<file path="src/rtl/adc_scan_ctrl.sv">
// adc_scan_ctrl: scan sequencer for the 11-channel serial ADC interface.
// Drives en_adc/din_address frame by frame and re-tags each result with the
// channel addressed one frame earlier, because the ADC returns results one
// frame late. Results are streamed and kept in a per-channel bank.
module adc_scan_ctrl #(
  parameter int unsigned NUM_CH      = 11,
  parameter int unsigned TIMEOUT_CYC = 4096
) (
  input  logic              clk,
  input  logic              rst,
  input  logic              key_state,
  input  logic              start,
  input  logic              cont,
  input  logic [NUM_CH-1:0] ch_mask,
  input  logic              adc_state,
  input  logic [11:0]       adc_out,
  output logic              en_adc,
  output logic [7:0]        din_address,
  output logic              res_valid,
  output logic [3:0]        res_ch,
  output logic [11:0]       res_data,
  input  logic [3:0]        rd_ch,
  output logic [11:0]       rd_data,
  output logic              busy,
  output logic              done,
  output logic              err
);

  localparam int unsigned CNT_W    = $clog2(TIMEOUT_CYC + 1);
  localparam logic [4:0]  NUM_CH_L = 5'(NUM_CH);

  typedef enum logic [2:0] {
    S_IDLE    = 3'd0,
    S_LAUNCH  = 3'd1,
    S_WAIT    = 3'd2,
    S_CAPTURE = 3'd3,
    S_FINISH  = 3'd4
  } state_t;

  state_t            r_state;
  state_t            w_state_nxt;

  logic [NUM_CH-1:0] r_mask;
  logic              r_cont;
  logic              r_first;
  logic              r_flush;
  logic [3:0]        r_cur;
  logic [3:0]        r_prev;
  logic [CNT_W-1:0]  r_cnt;
  logic              r_adc_q1;
  logic              r_adc_q2;
  logic [11:0]       r_bank [16];

  logic              w_rise;
  logic              w_tc;
  logic              w_accept;
  logic              w_abort;
  logic [3:0]        w_low;
  logic [3:0]        w_next;
  logic              w_has_next;

  logic              w_en_nxt;
  logic [7:0]        w_din_nxt;
  logic              w_res_valid_nxt;
  logic [3:0]        w_res_ch_nxt;
  logic [11:0]       w_res_data_nxt;
  logic              w_done_nxt;
  logic              w_err_nxt;
  logic              w_busy_nxt;
  logic              w_bank_we;

  assign w_rise   = r_adc_q1 & ~r_adc_q2;
  assign w_tc     = (r_cnt == CNT_W'(TIMEOUT_CYC - 1));
  assign w_accept = start & key_state & (|ch_mask);
  assign w_abort  = (r_state != S_IDLE) & ~key_state;

  // Lowest enabled channel, and the next enabled channel above r_cur
  always_comb begin
    w_low      = 4'd0;
    w_next     = 4'd0;
    w_has_next = 1'b0;
    for (int i = NUM_CH - 1; i >= 0; i--) begin
      if (r_mask[i]) begin
        w_low = 4'(i);
        if (4'(i) > r_cur) begin
          w_next     = 4'(i);
          w_has_next = 1'b1;
        end
      end
    end
  end

  // State register
  always_ff @(posedge clk or posedge rst) begin
    if (rst) r_state <= S_IDLE;
    else     r_state <= w_state_nxt;
  end

  // Next-state logic; a dropped key_state overrides every transition
  always_comb begin
    w_state_nxt = r_state;
    case (r_state)
      S_IDLE:    if (w_accept) w_state_nxt = S_LAUNCH;
      S_LAUNCH:  w_state_nxt = S_WAIT;
      S_WAIT: begin
        if (w_rise)    w_state_nxt = S_CAPTURE;
        else if (w_tc) w_state_nxt = S_IDLE;
      end
      S_CAPTURE: begin
        if (w_has_next || !r_flush) w_state_nxt = S_WAIT;
        else                        w_state_nxt = S_FINISH;
      end
      S_FINISH:  w_state_nxt = (r_cont && key_state) ? S_LAUNCH : S_IDLE;
      default:   w_state_nxt = S_IDLE;
    endcase
    if (w_abort) w_state_nxt = S_IDLE;
  end

  // Output logic: next values of the registered outputs and bank write enable
  always_comb begin
    w_en_nxt        = en_adc;
    w_din_nxt       = din_address;
    w_res_valid_nxt = 1'b0;
    w_res_ch_nxt    = res_ch;
    w_res_data_nxt  = res_data;
    w_done_nxt      = 1'b0;
    w_err_nxt       = 1'b0;
    w_bank_we       = 1'b0;
    w_busy_nxt      = (w_state_nxt != S_IDLE);
    if (w_abort) begin
      w_en_nxt = 1'b0;
    end else begin
      case (r_state)
        S_IDLE: begin
          if (start && !(|ch_mask)) w_done_nxt = 1'b1;
        end
        S_LAUNCH: begin
          w_en_nxt  = 1'b1;
          w_din_nxt = {w_low, 4'b0000};
        end
        S_WAIT: begin
          if (!w_rise && w_tc) begin
            w_err_nxt = 1'b1;
            w_en_nxt  = 1'b0;
          end
        end
        S_CAPTURE: begin
          if (!r_first) begin
            w_res_valid_nxt = 1'b1;
            w_res_ch_nxt    = r_prev;
            w_res_data_nxt  = adc_out;
            w_bank_we       = 1'b1;
          end
          if (w_has_next) w_din_nxt = {w_next, 4'b0000};
        end
        S_FINISH: begin
          w_en_nxt   = 1'b0;
          w_done_nxt = 1'b1;
        end
        default: ;
      endcase
    end
  end

  // Registered outputs
  always_ff @(posedge clk or posedge rst) begin
    if (rst) begin
      en_adc      <= 1'b0;
      din_address <= 8'h00;
      res_valid   <= 1'b0;
      res_ch      <= 4'd0;
      res_data    <= 12'h000;
      done        <= 1'b0;
      err         <= 1'b0;
      busy        <= 1'b0;
    end else begin
      en_adc      <= w_en_nxt;
      din_address <= w_din_nxt;
      res_valid   <= w_res_valid_nxt;
      res_ch      <= w_res_ch_nxt;
      res_data    <= w_res_data_nxt;
      done        <= w_done_nxt;
      err         <= w_err_nxt;
      busy        <= w_busy_nxt;
    end
  end

  // Scan bookkeeping: mask/mode latch, channel pointers, frame flags, timeout counter
  always_ff @(posedge clk or posedge rst) begin
    if (rst) begin
      r_mask  <= '0;
      r_cont  <= 1'b0;
      r_cur   <= 4'd0;
      r_prev  <= 4'd0;
      r_first <= 1'b0;
      r_flush <= 1'b0;
      r_cnt   <= '0;
    end else begin
      r_cnt <= (r_state == S_WAIT) ? r_cnt + CNT_W'(1) : '0;
      case (r_state)
        S_IDLE: begin
          if (w_accept) begin
            r_mask <= ch_mask;
            r_cont <= cont;
          end
        end
        S_LAUNCH: begin
          r_cur   <= w_low;
          r_first <= 1'b1;
          r_flush <= 1'b0;
        end
        S_CAPTURE: begin
          r_prev  <= r_cur;
          r_first <= 1'b0;
          if (w_has_next) r_cur   <= w_next;
          else            r_flush <= 1'b1;
        end
        default: ;
      endcase
    end
  end

  // Registered copies of adc_state for frame-end edge detection
  always_ff @(posedge clk or posedge rst) begin
    if (rst) begin
      r_adc_q1 <= 1'b0;
      r_adc_q2 <= 1'b0;
    end else begin
      r_adc_q1 <= adc_state;
      r_adc_q2 <= r_adc_q1;
    end
  end

  // Per-channel result bank; entries at or above NUM_CH are never written
  always_ff @(posedge clk or posedge rst) begin
    if (rst) begin
      for (int i = 0; i < 16; i++) r_bank[i] <= 12'h000;
    end else if (w_bank_we) begin
      r_bank[r_prev] <= adc_out;
    end
  end

  // Combinational bank read, zero for out-of-range channels
  assign rd_data = ({1'b0, rd_ch} < NUM_CH_L) ? r_bank[rd_ch] : 12'h000;

endmodule

</file>
<file path="config.mk">
export PLATFORM = sky130hd
export DESIGN_NAME = adc_scan_ctrl
export DESIGN_NICKNAME = d
export VERILOG_FILES = /design/src/rtl/adc_scan_ctrl.sv
export SDC_FILE = /design/constraint.sdc
export NUM_CORES = 1
export LEC_CHECK = 0
export BUFFER_PORTS_ARGS = -buffer_cell sky130_fd_sc_hd__buf_2
export CAP_MARGIN = 15
export CORE_MARGIN = 4
export CORE_UTILIZATION = 34
export CTS_BUF_LIST = sky130_fd_sc_hd__clkbuf_4 sky130_fd_sc_hd__clkbuf_8
export DETAILED_ROUTE_END_ITERATION = 12
export RECOVER_POWER = 25
export SYNTH_ARGS = -nofsm -noshare
export SYNTH_HDL_FRONTEND = slang
export SYNTH_SLANG_ARGS = --single-unit
</file>
<file path="constraint.sdc">
create_clock -name clk -period 13.49 [get_ports clk]
set_input_delay 2.698 -clock clk [delete_from_list [all_inputs] [get_ports clk]]
set_output_delay 2.698 -clock clk [all_outputs]
set_load 0.05 [all_outputs]
</file>
# Word level (Yosys, flattened, before mapping)

Cells that the tools add are included.

Magnitude comparators: 15
Shift operators: 0
Bitwise logic cells: 10
Add/subtract/negate cells: 1
Multipliers: 0
Equal/unequal tests: 8
Mux-type cells: 89
Div/mod/pow operators: 0
Reductions and logical operators: 20

Operators by type and width:

| cell                                              | count |
|---|---|
| bitwise mux 192 bit                               | 1 |
| two-way mux 4 bit                                 | 34 |
| binary-select mux 12 bit (select 4 bit)           | 1 |
| demux 12 bit (select 4 bit)                       | 1 |
| two-way mux 12 bit                                | 4 |
| two-way mux 1 bit                                 | 34 |
| > comparator 3 x 4 -> 1 bit, first input constant | 4 |
| one-hot mux 8 bit (2 select lines)                | 1 |
| two-way mux 3 bit                                 | 5 |
| one-hot mux 3 bit (5 select lines)                | 1 |
| adder 13 x 1 -> 13 bit, second input constant     | 1 |
| == test 13 x 12 -> 1 bit, second input constant   | 1 |
| two-way mux 13 bit                                | 1 |
| > comparator 4 bit, first input constant          | 3 |
| OR reduction 11 bit                               | 1 |
| >= comparator 5 bit, second input constant        | 2 |
| NOT 4 -> 5 bit                                    | 2 |
| > comparator 1 x 4 -> 1 bit, first input constant | 2 |
| > comparator 2 x 4 -> 1 bit, first input constant | 2 |
| two-way mux 8 bit                                 | 1 |
| one-hot mux 4 bit (2 select lines)                | 1 |
| AND reduction 2 bit                               | 4 |
| == test 3 x 2 -> 1 bit, second input constant     | 2 |
| one-hot mux 1 bit (2 select lines)                | 3 |
| 17 further kinds                                  | 31 |

ROM bits: 0
Bits of input ports: 33
Flip-flop bits (word level): 261
Memories: 0
Latch bits: 0
Word-level logic and storage cells: 177
Memory bits (writable): 0
Output and inout bits: 41

# Depth between registers and ports, before layout

Gate-level depths: netlist of the first run.

Depth after elaboration: 28
Depth in mapped cells: 9
Mapped depth without buffers: 6

# Worst setup path after synthesis of the first run

Ideal clock, no wire load.

Kind: input to output
From: input rd_ch[1]
To: output rd_data[11]
Data arrival time: 4.510 ns
Path buffers: 2
Path slack: 6.282 ns
Cell stages on the path: 6
Data required time: 10.792 ns
Path through: buf_2 buf_1 mux2i_1 o211ai_1 o21ai_0 o22ai_1

Longest elaborated chain between the ends: 5
Elaborated cells on any way between the ends: 6
Those cells by class: order compare: 1; mux: 4; bitwise: 1

RTL lines:

| element                                                | RTL line | source |
|---|---|---|
| start: declaration                                     | 22       | `input logic [3:0] rd_ch,` |
| NOT 4 -> 5 bit (implied by the code)                   | 244      | `assign rd_data = ({1'b0, rd_ch} < NUM_CH_L) ? r_bank[rd_ch] : 12'h000;` |
| binary-select mux 12 bit (select 4 bit)                | 244      |  |
| two-way mux 12 bit (implied by the code) (2 in series) | 244      |  |
| two-way mux 12 bit *                                   | 244      |  |
| end: declaration                                       | 23       | `output logic [11:0] rd_data,` |

Every way passes the cells marked *; elsewhere a longest branch is shown, timed or not. The select of a mux whose other input is x is not followed.

# Final worst setup path of the first run

From: input rd_ch[0]
To: output rd_data[1]

Same word-level chain as after synthesis.

==> results.txt, run 1 <==
power density over the cells -> 133.4 nW/µm²
critical-path cell list -> buf_2, buf_4, nor2b_1, nand2_1, o21ai_0, mux2i_1, o22ai_1, buf_2
drt via density -> 5.054
Worst Path Arrival -> 4990 ps
gr ovfl total -> 0
buffer count from post-CTS setup fixing -> 0
commonest cells in the netlist -> dfrtp_1 (197), mux2_2 (169), nor2_1 (36), nand2_1 (26), clkbuf_1 (25)
#FFs+latches synth -> 197
grt met2 use -> 0.2306
f_max -> 0.1301 GHz
DR vias -> 5494
P_leak -> 4.822 nW
cells after synthesis -> 696
Placed Cells -> 1054
post_cts resized -> 0
hold buffers post-CTS -> 0
final setup margin -> 5803 ps
DRC Markers -> 0
crit-path most repeated cell -> buf_2
clk slew on worst S/H paths -> 110 ps
CTS sink count -> 197
YS warnings -> 0
met3 usage -> 0.03612
Final Cycle Share -> 0.5698
Max Cap Viol -> 1
pins over their slew limit -> 119
GRT Resource Usage Total -> 0.1391
Seq/Total Area, Yosys -> 0.5375
CP Launch Type -> input port
overall die width -> 172.2 µm
worst-path fanout max -> 37
failing checks -> max-capacitance violations, max-slew violations
Slew @ Worst Pin -> 5181 ps
clk_skew -> 18.83 ps
critical path capture point type -> primary output
antenna violations before repair -> 0
met1 Usage GRT -> 0.1827
CP required -> 10790 ps
DIE AREA -> 29670 µm²
HPWL after DPL -> 12840 µm
CTS root buf -> clkbuf_8
vias in the first global route -> 5678
port bufs -> 69
Wirelength per Cell -> 18.41 µm
DR iter-0 viols -> 366
Layout Nets -> 773
IO Pins -> 74
H-tree Lvls -> 4
Hold Crit Class -> reg2reg
GRT Max-Usage Layer -> met2
prevailing post-synth register cell -> dfrtp_1
Final Hold Viols -> 0
Core Region -> 26280 µm²
slowest stage cell on the critical path -> nor2b_1
Final Critical Period -> 7687 ps
RSZ-0062 raised after global routing -> no
Yosys top cell area share -> 0.5375
CP Class -> in2out
overall power -> 1.357 mW
first drt pass iteration count -> 4
count leader, synth -> dfrtp_1
dominant cell type by area after synthesis -> dfrtp_1
clock tree buffer depth -> 2
Initial Util -> 0.3490
Max-slew headroom -> -2.473
Syn Std Cell Area -> 9171 µm²
Die Y -> 172.2 µm
ranking of synthesized cells by area -> dfrtp_1 (54%), mux2_2 (21%), mux4_2 (5.9%), mux2i_1 (2.6%), nor2_1 (1.5%)
# rows -> 59
setup TNS -> 0 ps
final wirelength -> 20010 µm
CTS Buf Count -> 17
CTS tree -> yes
design area -> 10170 µm²
# fillers -> 2519
Placed Area -> 9738 µm²
Max IR drop VDD -> 0.05925 mV
Setup WS pre-CTS -> 5773 ps
global placer's final weighted congestion -> 0.7860
share of layout cells above drive strength 1 -> 0.4149
outcome -> finished, violations left
Post-synth EDFFs -> 0
R2R Setup Slk -> 9990 ps
remaining antenna violation count -> 0
mean post-synth cell area -> 13.18 µm²
Cell Count, Final, Fillers Out -> 1087
Worst-Skew Late Latency -> 470 ps
Synth cell types -> 50
area delta synth->final -> 10.91%
setup violators final -> 0
antenna cells -> 0
largest net degree at the start of global routing -> 119
first-pass GRT wire length -> 31730 µm
Post-synth ARST share -> 1.000
CP max stage delay -> 860 ps
final timing paths:
path	start	to	cells past startpoint
worst max-delay path	rd_ch[0]	rd_data[1]	8
worst min-delay path	r_adc_q1	r_adc_q2	0
worst max register to register	r_state[0]	r_bank[142]	7
worst min register to register	r_adc_q1	r_adc_q2	0
max in group asynchronous	rst	r_bank[166]	3
min in group asynchronous	rst	res_data[0]	2
worst max-delay path, delay by kind of cell:
| kind | cells | cell delay [ps] |
|---|---|---|
| AOI/OAI and AO/OA | 2 | 320 |
| buffers and inverters | 3 | 900 |
| muxes | 1 | 100 |
| and+or+nand+nor | 2 | 970 |
where the power goes:
part	switching (mW)	internal, mW
combinational	0.150	0.0920
clock	0.234	0.192
sequential	0.0479	0.642
total	0.431	0.926
stage by stage:
step                      hold slack [ps]  utilization
after floorplan                     366.7            -
after global placement              387.5       0.3705
after detailed placement            400.9       0.3705
after CTS                           428.4       0.3875
after global routing                432.7       0.3871
final                               426.0       0.3871
cells by family after synthesis:
| group | count (synthesis) | synth area share |
|---|---|---|
| buffers and inverters | 76 | 0.03861 |
| AO/OA/AOI/OAI | 71 | 0.04761 |
| XOR/XNOR | 11 | 0.01051 |
| AND/OR/NAND/NOR | 122 | 0.07135 |
| adder cells (fa/ha/maj) | 1 | 0.001364 |
| other | 1 | 0.0004089 |
| flip-flops | 197 | 0.5375 |
| multiplexers | 217 | 0.2926 |
placed cells by master (no fill, tap or decap), types with 5 or more instances in the layout:
cell type    n
dfrtp_1    197
mux2_2     169
buf_2       68
nor2_1      33
nand2_1     27
o21ai_0     24
mux4_2      24
mux2i_1     24
inv_1       20
clkbuf_8    17
o22ai_1     15
nand3_1     10
nand2b_1     9
a21oi_1      9
nor2b_1      8
xor2_1       8
and3_1       6
buf_4        6
nor3_1       5
cell type report:
type                       instances  area (µm²)  area share
clock buffer                      17       234.0     0.02300
clock inverter                    15       211.5     0.02079
inverter                          21       80.08    0.007872
multi-input combinational        426        3897      0.3831
sequential                       197        4930      0.4846
tap                              335       419.2     0.04121
timing repair buffer              76       400.4     0.03936
registers in the layout, summed over array words and instances, names as in the netlist, 3 cells and up:
register and count:
din_address 4, r_bank 132, r_cnt 13, r_cur 4
r_mask 11, r_prev 4, r_state 3, res_ch 4
res_data 12
metal layers:
| metal | part of all wire | vias to the layer above |
|---|---|---|
| met5 | 0 | - |
| met4 | 0.013 | 0 |
| met3 | 0.042 | 18 |
| met2 | 0.49 | 103 |
| met1 | 0.46 | 2822 |
| li1 | - | 2551 |
(Power assumes the default switching activity.)
==> run 2: changes to the inputs <==
==> constraint.sdc (replaced) <==
create_clock -name clk -period 8.07 [get_ports clk]
set_input_delay 1.614 -clock clk [delete_from_list [all_inputs] [get_ports clk]]
set_output_delay 1.614 -clock clk [all_outputs]
set_load 0.05 [all_outputs]
==> run 2 against run 1 <==
Non-clock buffer count stayed put. Sequential cell count stayed put. The flow still finishes with violations (max-capacitance violations, max-slew violations). Sequential power is 68% higher. Highest routed layer unchanged. Setup slack worse by 3400 ps. Clock power is 52% higher. Hold slack worse by 4.6 ps. Clock skew is 4.5 ps higher. Largest power group unchanged. Count of clock-buffer cells in the layout stayed put. Global-route usage is 0.13 points higher. Wire length hardly changed. Utilization is 0.13 points lower. Critical path type is now in2async.
==> results.txt, run 2 (same netlist as run 1, synthesis figures left out) <==
post_cts resized -> 0
clock tree buffer depth -> 2
largest net degree at the start of global routing -> 119
power density over the cells -> 217.5 nW/µm²
buffer count from post-CTS setup fixing -> 0
hold depth -> 0
Slew @ Worst Pin -> 4488 ps
GRT Resource Usage Total -> 0.1405
worst-path fanout max -> 118
Flop pwr share -> 0.524
CP Class -> in2async
clk slew on worst S/H paths -> 110 ps
gr ovfl total -> 0
Layout Nets -> 773
CTS Buf Count -> 17
Reg with most FFs -> r_bank
CTS sink count -> 197
Placed Area -> 9738 µm²
Core Region -> 26280 µm²
Worst Path Arrival -> 6130 ps
Max-slew headroom -> -1.992
Hold Crit Class -> reg2reg
Max Cap Viol -> 1
outcome -> finished, violations left
share of layout cells above drive strength 1 -> 0.4136
DRC Markers -> 0
CP max stage delay -> 3080 ps
Final Critical Period -> 5678 ps
vias in the first global route -> 5641
Sw Ratio -> 0.3348
port bufs -> 69
DR iter-0 viols -> 362
commonest non-fill, non-tap cell in the layout -> dfrtp_1
drt via density -> 5.112
Final Cycle Share -> 0.7036
Max IR drop VDD -> 0.09532 mV
P_leak -> 4.812 nW
max reg flops -> 132
WP buf/inv -> 3
critical path capture point type -> async pin
CP required -> 8520 ps
design area -> 10140 µm²
critical-path cell list -> buf_2, inv_1, buf_4
overall die width -> 172.2 µm
Hold EP -> r_adc_q2
Comb power frac -> 0.183
f_max -> 0.1761 GHz
FF-to-FF Start -> r_state[0]
reported net switching power -> 738.1 µW
commonest cells after routing, fill and taps aside -> dfrtp_1 (197), mux2_2 (169), buf_2 (68), nor2_1 (33), nand2_1 (27)
P_int -> 1.466 mW
IO Pins -> 74
antenna cells -> 0
area delta synth->final -> 10.53%
final wirelength -> 20010 µm
remaining antenna violation count -> 0
DIE AREA -> 29670 µm²
R2R depth -> 7
DR vias -> 5557
final core occ -> 0.3857
CP Launch Type -> input port
first-pass GRT wire length -> 32430 µm
first drt pass iteration count -> 4
Setup crit start -> rst
largest registers -> r_bank x132, r_cnt x13, res_data x12
slowest stage cell on the critical path -> inv_1
global placer's final weighted congestion -> 0.7807
H-tree Lvls -> 4
RSZ-0062 raised after global routing -> no
setup TNS -> 0 ps
# rows -> 59
Wirelength per Cell -> 18.41 µm
Initial Util -> 0.3490
hold path start -> r_adc_q1
failing checks -> max-capacitance violations, max-slew violations
HPWL after DPL -> 13190 µm
CTS tree -> yes
CTS root buf -> clkbuf_8
antenna violations before repair -> 0
pins over their slew limit -> 119
clk_skew -> 23.31 ps
clock network power share -> 0.293
Placed Cells -> 1054
Worst-Skew Late Latency -> 470 ps
delay-heaviest family, CP -> buffers and inverters
hold buffers post-CTS -> 0
Die Y -> 172.2 µm
R2R Setup Slk -> 4580 ps
setup violators final -> 0
Worst R2R End -> r_bank[142]
Final Hold Viols -> 0
Cell Count, Final, Fillers Out -> 1087
## run 2: cell types whose count changed in the layout (fill, tap and decap cells not counted)
cell        before  now
clkinv_8         2    4
inv_12           0    1
bufinv_16        3    0
inv_8            3    4
clkinvlp_2       1    0
clkinv_4         1    2
clkinv_2         1    0
clkinvlp_4       2    1
inv_1           20   21
## run 2: area by class of cell
cell class	instances	area, µm²
fillers	2534	16140
flip-flops and latches	197	4930
multi-input cells	426	3897
well taps	335	419.2
repair buffers	76	400.4
clock buffers	17	234.0
clock inverters	15	177.7
inverters	21	78.83
## run 2: metal layers
layer / vias up / global-route usage / part of all wire / wire length [µm]
li1: 2562 / - / - / -
met5: - / 0 / 0 / 0
met4: 0 / 0.02461 / 0.0045 / 90
met1: 2902 / 0.1878 / 0.45 / 9103
met3: 5 / 0.03384 / 0.038 / 755
met2: 88 / 0.2370 / 0.50 / 10060
## run 2: metrics by stage
| step | setup slack, ps | hold slack (ps) | total power [mW] |
|---|---|---|---|
| 4_1_cts | 2544 | 419.5 | 2.241 |
| 5_1_grt | 1395 | 449.3 | 2.331 |
| 6_report | 2392 | 421.4 | 2.205 |
| 3_5_place_dp | 2553 | 391.9 | 1.584 |
| 2_1_floorplan | 1087 | 366.7 | 1.480 |
| 3_3_place_gp | 2484 | 387.3 | 1.579 |
## run 2: how the worst max path moves through the flow
stage / to / cells after the start
after global routing: r_bank[190] / 3
after detailed placement: rd_data[1] / 8
after global placement: rd_data[1] / 8
after floorplan: busy / 1
after CTS: rd_data[1] / 8
final: r_bank[166] / 3
## run 2: power groups by stage
stage                     combinational (mW)  clock, mW  sequential, mW
after floorplan                        0.245          0            1.23
after detailed placement               0.408          0            1.18
after global placement                 0.406          0            1.17
final                                  0.403      0.646            1.16
after CTS                              0.410      0.676            1.16
after global routing                   0.438      0.722            1.17
